$ cat src/rtl/dmem_arbiter_pkg.sv
// Shared definitions for the data-memory arbiter: FSM state encoding and
// the width of the debug starvation counter.
package dmem_arbiter_pkg;

    localparam int unsigned STARVE_W = 8;

    typedef enum logic [1:0] {
        ARB_IDLE = 2'd0,
        ARB_WAIT = 2'd1,
        ARB_ACK  = 2'd2
    } arb_state_e;

endpackage

$ cat src/rtl/dmem_arbiter_wait_counter.sv
// Saturating count of cycles a pending debug request has lost to the CPU;
// flags when the count has reached the starvation limit.
module dmem_arbiter_wait_counter
    import dmem_arbiter_pkg::*;
#(
    parameter int unsigned LIMIT = 8
) (
    input  logic clk,
    input  logic clrn,
    input  logic inc,
    input  logic clr,
    output logic ge_limit
);

    logic [STARVE_W-1:0] cnt;

    always_ff @(posedge clk or negedge clrn) begin
        if (!clrn) begin
            cnt <= '0;
        end else if (clr) begin
            cnt <= '0;
        end else if (inc && (cnt != '1)) begin
            cnt <= cnt + STARVE_W'(1);
        end
    end

    assign ge_limit = (32'(cnt) >= LIMIT);

endmodule

$ cat src/rtl/dmem_arbiter.sv
// Shares the single-port data memory between the MEM stage (priority) and a
// debug/DMA port, with bounded debug starvation and a one-cycle ACK gap.
module dmem_arbiter
    import dmem_arbiter_pkg::*;
#(
    parameter int unsigned STARVE_LIMIT = 8
) (
    input  logic        clk,
    input  logic        clrn,
    input  logic        cpu_req,
    input  logic        cpu_we,
    input  logic [31:0] cpu_addr,
    input  logic [31:0] cpu_wdata,
    output logic [31:0] cpu_rdata,
    output logic        cpu_stall,
    input  logic        dbg_req,
    input  logic        dbg_we,
    input  logic [31:0] dbg_addr,
    input  logic [31:0] dbg_wdata,
    output logic        dbg_ack,
    output logic [31:0] dbg_rdata,
    output logic        mem_we,
    output logic [31:0] mem_addr,
    output logic [31:0] mem_datain,
    input  logic [31:0] mem_dataout
);

    arb_state_e state;
    logic       ge_limit;
    logic       grant_core;
    logic       dbg_grant;
    logic       cnt_inc;
    logic       cnt_clr;

    // Registers use the grant without the reset term: they are held in reset
    // whenever clrn is low, so the result is identical.
    assign grant_core = dbg_req && (state != ARB_ACK) && (!cpu_req || ge_limit);
    assign dbg_grant  = clrn && grant_core;

    assign cnt_inc = dbg_req && !grant_core && (state != ARB_ACK);
    assign cnt_clr = grant_core || !dbg_req;

    dmem_arbiter_wait_counter #(
        .LIMIT (STARVE_LIMIT)
    ) u_wait_counter (
        .clk      (clk),
        .clrn     (clrn),
        .inc      (cnt_inc),
        .clr      (cnt_clr),
        .ge_limit (ge_limit)
    );

    assign cpu_stall = dbg_grant && cpu_req;
    assign cpu_rdata = mem_dataout;

    always_comb begin
        mem_we     = clrn && cpu_req && cpu_we;
        mem_addr   = cpu_addr;
        mem_datain = cpu_wdata;
        if (dbg_grant) begin
            mem_we     = dbg_we;
            mem_addr   = dbg_addr;
            mem_datain = dbg_wdata;
        end
    end

    always_ff @(posedge clk or negedge clrn) begin
        if (!clrn) begin
            state     <= ARB_IDLE;
            dbg_ack   <= 1'b0;
            dbg_rdata <= '0;
        end else begin
            dbg_ack <= grant_core;
            if (grant_core) begin
                dbg_rdata <= mem_dataout;
            end
            case (state)
                ARB_IDLE: begin
                    if (grant_core) begin
                        state <= ARB_ACK;
                    end else if (dbg_req && cpu_req) begin
                        state <= ARB_WAIT;
                    end
                end
                ARB_WAIT: begin
                    if (grant_core) begin
                        state <= ARB_ACK;
                    end else if (!dbg_req) begin
                        state <= ARB_IDLE;
                    end
                end
                ARB_ACK: state <= ARB_IDLE;
                default: state <= ARB_IDLE;
            endcase
        end
    end

endmodule

$ cat config.mk
export PLATFORM = sky130hd
export DESIGN_NAME = dmem_arbiter
export DESIGN_NICKNAME = d
export VERILOG_FILES = /design/src/rtl/dmem_arbiter_pkg.sv /design/src/rtl/dmem_arbiter_wait_counter.sv /design/src/rtl/dmem_arbiter.sv
export SDC_FILE = /design/constraint.sdc
export NUM_CORES = 1
export LEC_CHECK = 0
export BUFFER_PORTS_ARGS = -buffer_cell sky130_fd_sc_hd__clkbuf_2
export CORE_AREA = 2 2 115 117
export CTS_CLUSTER_DIAMETER = 150
export DETAILED_ROUTE_END_ITERATION = 7
export DIE_AREA = 0 0 117 119
export PLACE_DENSITY_LB_ADDON = 0.2
export SETUP_SLACK_MARGIN = 0.4
export SYNTH_ARGS = -nofsm -noshare
export SYNTH_HDL_FRONTEND = slang
export SYNTH_SLANG_ARGS = --single-unit
$ cat constraint.sdc
create_clock -name clk -period 2.7 [get_ports clk]
set_clock_uncertainty 0.05 [all_clocks]
set_input_delay 0.27 -clock clk [delete_from_list [all_inputs] [get_ports clk]]
set_output_delay 0.27 -clock clk [all_outputs]
set_load 0.005 [all_outputs]
**Word level (Yosys, flattened, before mapping)**

Index checks and enable logic that the tools add are counted.

- Register bits after elaboration: 43
- Input bits: 166
- Output and inout port bits: 131
- Logic and storage cells: 39

- $add $sub $neg: 1
- Magnitude comparators: 1
- Eq/ne operators: 5
- Mux-type cells: 10
- Reductions and logical operators: 18

Operator list:

| operator | count |
|---|---|
| two-way mux 32 bit | 2 |
| two-way mux 8 bit | 2 |
| logical AND 1 bit | 10 |
| adder 8 x 1 -> 8 bit (second input constant) | 1 |
| greater-or-equal comparator 8 x 4 -> 1 bit (second input constant) | 1 |
| two-way mux 2 bit | 4 |
| != test 8 bit (second input constant) | 1 |
| != test 3 bit (second input constant) | 2 |
| case mux 2 bit (2 select lines) | 1 |
| zero test 1 bit | 3 |
| == test 2 x 1 -> 1 bit (second input constant) | 1 |
| zero test 2 bit | 1 |
| logical OR 1 bit | 2 |
| != test 2 bit (second input constant) | 1 |
| AND reduction 2 bit | 1 |
| nonzero test 2 bit | 1 |
| two-way mux 1 bit | 1 |

**Logic depth before layout (Yosys ltp)**

Gate-level depths: netlist of run 1.

- Depth in word-level cells: 9
- Depth in mapped cells: 6
- Mapped depth without buffers: 5

**Cells and area by module**

A second synthesis of run 1 with hierarchy kept.

- Cell total of the unflattened synthesis: 241
- Area total of the unflattened synthesis: 3080.5 µm²

By module, submodules not included:

| module | instances | cells each | area each (µm²) | seq. area each (µm²) |
|---|---|---|---|---|
| dmem_arbiter | 1 | 189 | 2563.7 | 875.8 |
| dmem_arbiter_wait_counter | 1 | 52 | 516.7 | 200.2 |

**Worst setup path after synthesis of run 1**

OpenSTA, ideal clock, no wires.

- Kind: register -> output
- Start point: register u_wait_counter.cnt[6]
- End point: output port mem_addr[13]
- Arrival time: 1880 ps
- Data required time: 2380 ps
- Setup slack: 500 ps
- Stages on the path, launching flop included: 7
- Path buffers: 2
- Path through: dfrtp_1 > or4_4 > or2_4 > nand4_4 > buf_12 > buf_12 > mux2_4

- Longest elaborated chain between the ends: 5

Ends and longest elaborated chain:

| what | RTL line | source |
|---|---|---|
| start, declared | dmem_arbiter_wait_counter.sv:15 | `logic [STARVE_W-1:0] cnt;` |
| start signal, assigned | dmem_arbiter_wait_counter.sv:23 | `cnt <= cnt + STARVE_W'(1);` |
| greater-or-equal comparator 8 x 4 -> 1 bit | dmem_arbiter_wait_counter.sv:27 | `assign ge_limit = (32'(cnt) >= LIMIT);` |
| logical OR 1 bit | dmem_arbiter.sv:37 | `assign grant_core = dbg_req && (state != ARB_ACK) && (!cpu_req \|\| ge_limit);` |
| logical AND 1 bit | dmem_arbiter.sv:37 |  |
| logical AND 1 bit | dmem_arbiter.sv:38 | `assign dbg_grant = clrn && grant_core;` |
| two-way mux 32 bit | dmem_arbiter.sv:60 | `if (dbg_grant) begin` |
| end, declared | dmem_arbiter.sv:23 | `output logic [31:0] mem_addr,` |

No other way between the ends.

**Worst setup path after layout of run 1**

- Start point: register u_wait_counter.cnt[6]
- End point: output port mem_addr[7]

Same word-level chain as after synthesis.

==> results.cfg, run 1 <==
[synth]
synthesis.nets = 400
yosys-top-cells-count = 49 x mux2_4, 47 x mux2_2, 43 x dfrtp_1
yosys.cell_count.top_type = mux2_4
syn-mean-instance-area_sq_um = 13.12
synth-edff-count = 0
synth_area_sq_mm = 0.003043
yosysTopAreaCell = dfrtp_1
syn_inst = 232
yosys_warnings = 0
synthFlopType = dfrtp_1
ys_ff_latch = 43
synth.yosys.seq_area_share_pct = 35.36
yosys-top-cells-area = dfrtp_1 35%, mux2_4 24%, mux2_2 17%, buf_4 8.1%, buf_12 3.9%
synth_top_cell_area_share_pct = 35.36
synth_cell_type_count = 28
ys_async_sr_fraction_pct = 100.0

[placement]
port_buffers = 296
place_hpwl_um = 8700
gp_congestion = 0.9263
pre_cts_slack_ns = 0.1481
postPlaceCellArea_sq_mm = 0.004442
dp.cells = 669

[global_route]
grt_pass1_vias = 2912
grt_pass1_wl_um = 14550
grt_use_total_pct = 13.56
antenna_found_initial = 1
grt_start_max_net_pins = 46
gr-total-overflow = 0

[clock_tree]
cts_made_buffers = 5
cts_tree = yes
cts_htree_levels = 2
clock_sinks = 43
clock_path_buffers = 2
clock_latency_ns = 0.28
clkTransAtPathRegs_ns = 0.06
cts_root_buf = clkbuf_16

[timing]
finalSetupViolCount = 0
finalWorstSetupSlack_ns = 0.05057
worst_slew_pin_slew_ns = 0.5673
hold_viol_final = 0
slew_headroom_pct = 62.18
fmaxAchievable_mhz = 377.4
rsz0062_at_grt = true
layout_worst_path_cycle_share_pct = 98.13
drv_slew = 0
timing.final.crit_period_ns = 2.649

[die]
die_area_sq_mm = 0.01392
fp.dieW_um = 117
top_level_ports = 297
coreArea_sq_mm = 0.01287
num_rows = 42
dieHeight_um = 119
start_util_pct = 23.63

[final_layout]
diodes = 0
instances_no_fill = 701
final_util_pct = 40.31
finalInstanceArea_sq_mm = 0.005190
fillerInstances = 1283
area_growth_pct = 70.56
layout-drive-gt1-share_pct = 82.86
nets = 692
ff_latch_area_sq_mm = 0.001076
multi_input_area_sq_mm = 0.001645

[worst_setup_path]
path_cells = or4_4, or2_4, nand4_4, buf_12, clkbuf_16, mux2_4, buf_6
arrival_ns = 2.33
end_kind = output pin
slowest_delay_ns = 0.54
timing.critical_path.fanout_max = 5
cpLargestDelayFamily = simple AND/OR/NAND/NOR gates
crit_buf_inv = 3
cp_data_required_time_ns = 2.38
cpMaxStageDelayCell = or4_4
path_class = register to output pin
crit_path_start_kind = register

[drt]
via_per_inst = 4.163
firstDrtPassIters = 4
wl_per_cell_um = 15.65
vias = 2918
routed_wl_um = 10970
drc_errors = 0
drtIter0Drc = 105
ant_nets = 0

[power]
peakVddDrop_mv = 0.3109
p_per_area_mw_per_mm2 = 432.1
p_clk_share_pct = 32.1
leakagePower_nw = 3.010
seq_power_share_pct = 34.9
internal_power_mw = 1.668
switching_power_mw = 0.5747
netSwitchingFraction_pct = 25.62
power_mw = 2.243
pwr-share-comb_pct = 33.0

[job]
max_cap_viol_count = 0

[outcome]
status = completed

[worst_hold_path]
worstHoldPathType = input port to async pin
through the flow:
stage               hold WS, ns  setup TNS, ns
floorplan              -0.07559              0
global placement         0.4110              0
detailed placement       0.4129              0
CTS                      0.1451      -0.003321
global route             0.1712        -0.3168
finish                  0.09411              0
per-layer routing:
| metal | vias to the layer above | track usage (%) | routed length (um) | share of wire (%) |
|---|---|---|---|---|
| li1 | 1377 | - | - | - |
| met1 | 1348 | 14.92 | 3977 | 36 |
| met2 | 179 | 25.40 | 5750 | 52 |
| met3 | 12 | 3.461 | 1054 | 9.6 |
| met4 | 2 | 3.456 | 177 | 1.6 |
| met5 | - | 0 | 13 | 0.12 |
repair_timing:
action,in CTS,in global routing
pin swaps,4,4
cloned,2,4
setup buffers,13,5
resized for setup,11,67
endpoints found under the setup margin,66,88
hold buffers,0,0
area by class of cell:
cell class / instances / share of cell area (%)
repair buffers: 327 / 39.61
clock buffers: 6 / 2.676
inverters: 4 / 0.2893
flip-flops and latches: 43 / 20.73
clock inverters: 2 / 0.7473
well taps: 176 / 4.243
multi-input cells: 143 / 31.70
sequential cells by signal, indices dropped and copies added, names as in the netlist:
name and flops:
dbg_rdata 32, state 2, dbg_ack 1, u_wait_counter.cnt 8
cells in the final DEF (no fill, tap or decap), types with 2 or more instances in the layout:
master     instances
nand2_1            5
nand4_1            2
dfrtp_1           43
o21ai_0            2
buf_6             27
clkbuf_2         273
buf_12             5
mux2_4            72
buf_16             2
buf_8              4
mux2_2            24
clkbuf_16          8
ha_1               2
buf_4             12
nand2b_1           2
nor3_1             2
nor2_1            14
nand3_1            3
inv_1              4
a21oi_1            2
power by group through the flow:
stage               sequential, mW  combinational (mW)  clock, mW
finish                       0.783               0.740      0.719
CTS                          0.782               0.670      0.740
floorplan                    0.797               0.304          0
global placement             0.789               0.639          0
global route                 0.795               0.797      0.763
detailed placement           0.792               0.643          0
worst paths after layout:
| check | startpoint | endpoint | slack, ns | cells after the start |
|---|---|---|---|---|
| min reg2reg | state[1] | state[1] | 0.43 | 1 |
| max in group asynchronous | clrn | u_wait_counter.cnt[6] | 2.12 | 2 |
| max | u_wait_counter.cnt[6] | mem_addr[7] | 0.05 | 7 |
| max reg2reg | u_wait_counter.cnt[6] | dbg_rdata[22] | 0.40 | 8 |
| min in group clk | mem_dataout[8] | dbg_rdata[8] | 0.18 | 2 |
| min | clrn | state[0] | 0.09 | 2 |
cells by family (layout without fill, tap and decap cells):
| family | count (synthesis) | after routing | share of synthesized area (%) |
|---|---|---|---|
| fa+ha+maj | 2 | 2 | 0.8222 |
| flops | 43 | 43 | 35.36 |
| compound gates | 8 | 8 | 1.727 |
| buf+inv | 46 | 339 | 13.69 |
| xor+xnor | 1 | 1 | 0.2879 |
| simple gates | 35 | 35 | 6.209 |
| mux | 97 | 97 | 41.90 |
Power figures use the tool's default switching activity.
==> run 2, diff against run 1 <==
--- a/config.mk
+++ b/config.mk
@@ -6,6 +6,8 @@
 export NUM_CORES = 1
 export LEC_CHECK = 0
 export BUFFER_PORTS_ARGS = -buffer_cell sky130_fd_sc_hd__clkbuf_2
+export CELL_PAD_IN_SITES_DETAIL_PLACEMENT = 1
+export CELL_PAD_IN_SITES_GLOBAL_PLACEMENT = 1
 export CORE_AREA = 2 2 115 117
 export CTS_CLUSTER_DIAMETER = 150
 export DETAILED_ROUTE_END_ITERATION = 7
==> results.cfg, run 2 (synthesis results as in run 1) <==
[outcome]
status = finished, violations left
violations = negative setup slack

[clock_tree]
clock_latency_ns = 0.28
cts_made_buffers = 5
cts_root_buf = clkbuf_16
clock_sinks = 43
cts_tree = yes
cts_htree_levels = 2
clock_path_buffers = 2
postCtsHoldBufs = 0
clkTransAtPathRegs_ns = 0.06

[job]
max_cap_viol_count = 0

[drt]
drtIter0Drc = 64
wl_per_cell_um = 16.74
firstDrtPassIters = 3
via_per_inst = 4.211
ant_nets = 0
drc_errors = 0
routed_wl_um = 11600
vias = 2918

[placement]
port_buffers = 296
gp_congestion = 0.7546
place_hpwl_um = 9329
pre_cts_slack_ns = 0.2589

[worst_setup_path]
crit_end = mem_datain[17]
path_cells = or4_4, or2_4, nand4_4, buf_12, buf_12, clkbuf_16, mux2_4, clkbuf_2
arrival_ns = 2.38
end_kind = output pin
path_common_cell = buf_12
slowest_delay_ns = 0.54
startpoint = u_wait_counter.cnt[6]
rrSetupSlack_ns = 0.52
crit_path_start_kind = register
r2r_start = u_wait_counter.cnt[6]
reg2regPathDepth = 6
path_class = register to output pin
timing.critical_path.fanout_max = 5
r2r-end = dbg_rdata[24]
cpMaxStageDelayCell = or4_4
cp_data_required_time_ns = 2.38

[timing]
hold_viol_final = 0
tns_ns = -0.0008751
worst_slew_pin_slew_ns = 0.5842
drv_slew = 0
fin_hold_ws_ns = 0.09816
slew_headroom_pct = 61.05
finalSetupViolCount = 1
layout_worst_path_cycle_share_pct = 100.0
rsz0062_at_grt = true
finalWorstSetupSlack_ns = -0.0008751
fmaxAchievable_mhz = 370.3
timing.final.crit_period_ns = 2.701

[power]
switching_power_mw = 0.5480
p_clk_share_pct = 27.9
p_per_area_mw_per_mm2 = 409.5
seq_power_share_pct = 37.6
leakagePower_nw = 2.901
netSwitchingFraction_pct = 26.43
power_mw = 2.074
peakVddDrop_mv = 0.4169
internal_power_mw = 1.526
pwr-share-comb_pct = 34.5

[die]
top_level_ports = 297
coreArea_sq_mm = 0.01287
die_area_sq_mm = 0.01392
dieHeight_um = 119
num_rows = 42
start_util_pct = 23.63
fp.dieW_um = 117

[final_layout]
mostFrequentLayoutCells = 271 x clkbuf_2, 60 x mux2_4, 43 x dfrtp_1, 36 x mux2_2, 16 x buf_6
layout-drive-gt1-share_pct = 82.40
largest_registers = dbg_rdata: 32 flops, u_wait_counter.cnt: 8 flops, state: 2 flops
ff_latch_area_sq_mm = 0.001076
largest_register = dbg_rdata
fillerInstances = 1472
diodes = 0
area_growth_pct = 66.41
nets = 684
largest_reg_flops = 32
multi_input_area_sq_mm = 0.001608
final_common_cell = clkbuf_2

[global_route]
grt_pass1_vias = 3093
antenna_found_initial = 0
grt_start_max_net_pins = 46
grt_pass1_wl_um = 16100
gr-total-overflow = 0
grt_use_total_pct = 15.31

[worst_hold_path]
worstHoldPathType = input port to async pin
-- run 2: cell type report --
| type | count | share of cell area (%) |
|---|---|---|
| timing repair buffer | 319 | 39.63 |
| multi-input combinational | 143 | 31.75 |
| sequential | 43 | 21.25 |
| tap | 176 | 4.349 |
| clock buffer | 7 | 2.619 |
| inverter | 4 | 0.2965 |
| clock inverter | 1 | 0.09884 |
-- run 2: per-layer routing --
layer	up-vias	track usage (%)	part of all wire, %
met4	0	4.265	1.6
met2	163	30.27	54
met5	-	0	0
li1	1358	-	-
met1	1383	14.34	33
met3	14	5.445	11
-- run 2: how the worst min path moves through the flow --
stage | cells past startpoint | start | endpoint
floorplan | 0 | clrn | dbg_ack
global placement | 1 | state[1] | state[1]
detailed placement | 1 | state[1] | state[1]
CTS | 2 | clrn | dbg_rdata[3]
global route | 2 | clrn | state[0]
finish | 2 | clrn | u_wait_counter.cnt[0]
-- run 2: stage by stage --
stage          utilization (%)  instance area (sq um)  std cells
2_1_floorplan                -                   3043        232
3_3_place_gp             34.38                   4427        667
3_5_place_dp             34.38                   4427        667
4_1_cts                  37.74                   4858        688
5_1_grt                  39.33                   5064        693
6_report                 39.33                   5064        693
-- run 2: timing repair --
| item | CTS | global route |
|---|---|---|
| buffers inserted | 10 | 3 |
| endpoints found under the setup margin | 66 | 73 |
| gates resized for setup | 20 | 37 |
| pin swaps | 3 | 3 |
| gates cloned | 3 | 2 |
| endpoints found under the hold margin | 0 | 0 |
-- run 2: critical path, delay by kind of cell (launching register included) --
| family | cells | cell delay [ns] |
|---|---|---|
| flip-flops | 1 | 0.38 |
| buffers and inverters | 4 | 0.50 |
| AND/OR/NAND/NOR | 3 | 0.91 |
| multiplexers | 1 | 0.29 |
-- run 2: power by group through the flow --
| stage | combinational [mW] | sequential (mW) | clock, mW |
|---|---|---|---|
| after floorplan | 0.304 | 0.797 | 0 |
| final | 0.716 | 0.780 | 0.578 |
| after global placement | 0.631 | 0.788 | 0 |
| after global routing | 0.773 | 0.794 | 0.639 |
| after CTS | 0.689 | 0.782 | 0.607 |
| after detailed placement | 0.642 | 0.792 | 0 |
==> run 3, diff against run 2 <==
--- a/config.mk
+++ b/config.mk
@@ -7,11 +7,12 @@
 export LEC_CHECK = 0
 export BUFFER_PORTS_ARGS = -buffer_cell sky130_fd_sc_hd__clkbuf_2
 export CELL_PAD_IN_SITES_DETAIL_PLACEMENT = 1
-export CELL_PAD_IN_SITES_GLOBAL_PLACEMENT = 1
-export CORE_AREA = 2 2 115 117
+export CELL_PAD_IN_SITES_GLOBAL_PLACEMENT = 2
+export CORE_ASPECT_RATIO = 1.1
+export CORE_MARGIN = 2
+export CORE_UTILIZATION = 20
 export CTS_CLUSTER_DIAMETER = 150
 export DETAILED_ROUTE_END_ITERATION = 7
-export DIE_AREA = 0 0 117 119
 export PLACE_DENSITY_LB_ADDON = 0.2
 export SETUP_SLACK_MARGIN = 0.4
 export SYNTH_ARGS = -nofsm -noshare
==> results.cfg, run 3 (synthesis results as in run 1) <==
[clock_tree]
clkTransAtPathRegs_ns = 0.06
clock_sinks = 43
clock_path_buffers = 2
cts_root_buf = clkbuf_16
cts_tree = yes
cts_htree_levels = 2
cts_made_buffers = 5
clock_latency_ns = 0.28

[timing]
layout_worst_path_cycle_share_pct = 98.02
worst_slew_pin_slew_ns = 0.5971
drv_slew = 0
fmaxAchievable_mhz = 377.8
finalSetupViolCount = 0
timing.final.crit_period_ns = 2.647
fin_hold_ws_ns = 0.1016
rsz0062_at_grt = true
hold_viol_final = 0
finalWorstSetupSlack_ns = 0.05335
slew_headroom_pct = 60.19

[worst_setup_path]
end_kind = output pin
path_cells = or4_4, or2_4, nand4_4, buf_12, clkbuf_16, mux2_4, buf_6
path_class = register to output pin
cpMaxStageDelayCell = or4_4
timing.critical_path.fanout_max = 10
cp_data_required_time_ns = 2.38
arrival_ns = 2.33
slowest_delay_ns = 0.52
cpLargestDelayFamily = simple AND/OR/NAND/NOR gates
crit_buf_inv = 3
crit_path_start_kind = register

[final_layout]
layout-drive-gt1-share_pct = 82.63
instances_no_fill = 714
largest_reg_flops = 32
largest_registers = dbg_rdata: 32 flops, u_wait_counter.cnt: 8 flops, state: 2 flops
area_growth_pct = 64.88
diodes = 0
nets = 685
mostFrequentLayoutCells = 274 x clkbuf_2, 54 x mux2_4, 43 x dfrtp_1, 42 x mux2_2, 19 x buf_6
fillerInstances = 1779
largest_register = dbg_rdata
finalInstanceArea_sq_mm = 0.005017
final_common_cell = clkbuf_2

[outcome]
status = completed

[die]
dieHeight_um = 133.4
coreArea_sq_mm = 0.01500
num_rows = 47
die_area_sq_mm = 0.01622
start_util_pct = 20.29
fp.dieW_um = 121.6
top_level_ports = 297

[drt]
drtIter0Drc = 76
ant_nets = 0
drc_errors = 0
firstDrtPassIters = 5
wl_per_cell_um = 18.05
vias = 2955
routed_wl_um = 12890
via_per_inst = 4.139

[power]
power_mw = 2.206
leakagePower_nw = 2.854
p_per_area_mw_per_mm2 = 439.8
peakVddDrop_mv = 0.2744

[job]
max_cap_viol_count = 0

[global_route]
antenna_found_initial = 0
grt_pass1_vias = 3061
gr-total-overflow = 0
grt_start_max_net_pins = 46
grt_use_total_pct = 14.72
grt_pass1_wl_um = 17860

[placement]
postPlaceCellArea_sq_mm = 0.004474
place_hpwl_um = 10920
port_buffers = 296
pre_cts_slack_ns = 0.1621
dp.cells = 690
gp_congestion = 0.7932

[worst_hold_path]
worstHoldPathType = input port to async pin
[run 3: cell types whose count changed in the layout (fill, tap and decap cells not counted), sizes merged]
cell    before  now
clkbuf     280  286
buf         46   40
inv          4    5
clkinv       1    0
bufinv       0    1
[run 3: layout make-up]
| cell class | count | area, sq um | share of cell area [%] |
|---|---|---|---|
| clock inverter | 2 | 38.79 | 0.7731 |
| timing repair buffer | 320 | 1926 | 38.38 |
| multi-input combinational | 143 | 1578 | 31.45 |
| inverter | 4 | 15.01 | 0.2993 |
| clock buffer | 6 | 138.9 | 2.768 |
| tap | 196 | 245.2 | 4.888 |
| sequential | 43 | 1076 | 21.45 |
[run 3: through the flow]
step	TNS, ns	utilization (%)
after floorplan	0	-
after global placement	0	29.84
after detailed placement	0	29.84
after CTS	0	31.81
after global routing	-0.08446	33.46
final	0	33.46
[run 3: per-layer routing]
layer	up-vias	global-route usage [%]	routed length, um
met5	-	0	0
li1	1358	-	-
met3	19	5.351	1477
met4	0	5.364	333
met1	1379	16.56	4905
met2	199	25.44	6169
[run 3: path summary, 6_finish.rpt]
| path | depth (start not counted) | startpoint | slack [ns] | end |
|---|---|---|---|---|
| max | 7 | u_wait_counter.cnt[7] | 0.05 | mem_addr[29] |
| min | 2 | clrn | 0.10 | dbg_rdata[21] |
| max reg2reg | 6 | u_wait_counter.cnt[7] | 0.48 | dbg_rdata[3] |
| min reg2reg | 1 | state[1] | 0.43 | state[1] |
| max in group asynchronous | 2 | clrn | 2.08 | u_wait_counter.cnt[0] |
| min in group clk | 2 | mem_dataout[24] | 0.18 | dbg_rdata[24] |
[run 3: report_power, final]
group / total (mW) / internal (mW) / switching (mW)
Sequential: 0.782 / 0.735 / 0.0469
Combinational: 0.708 / 0.431 / 0.277
Clock: 0.716 / 0.465 / 0.252
Total: 2.21 / 1.63 / 0.575
[run 3: timing repair]
action / 4_1_cts / 5_1_grt
hold buffers: 0 / 0
gates resized for setup: 13 / 32
setup buffers: 7 / 7
cloned: 0 / 2
hold endpoints to repair: 0 / 0
endpoints found under the setup margin: 66 / 66
pin swaps: 0 / 2
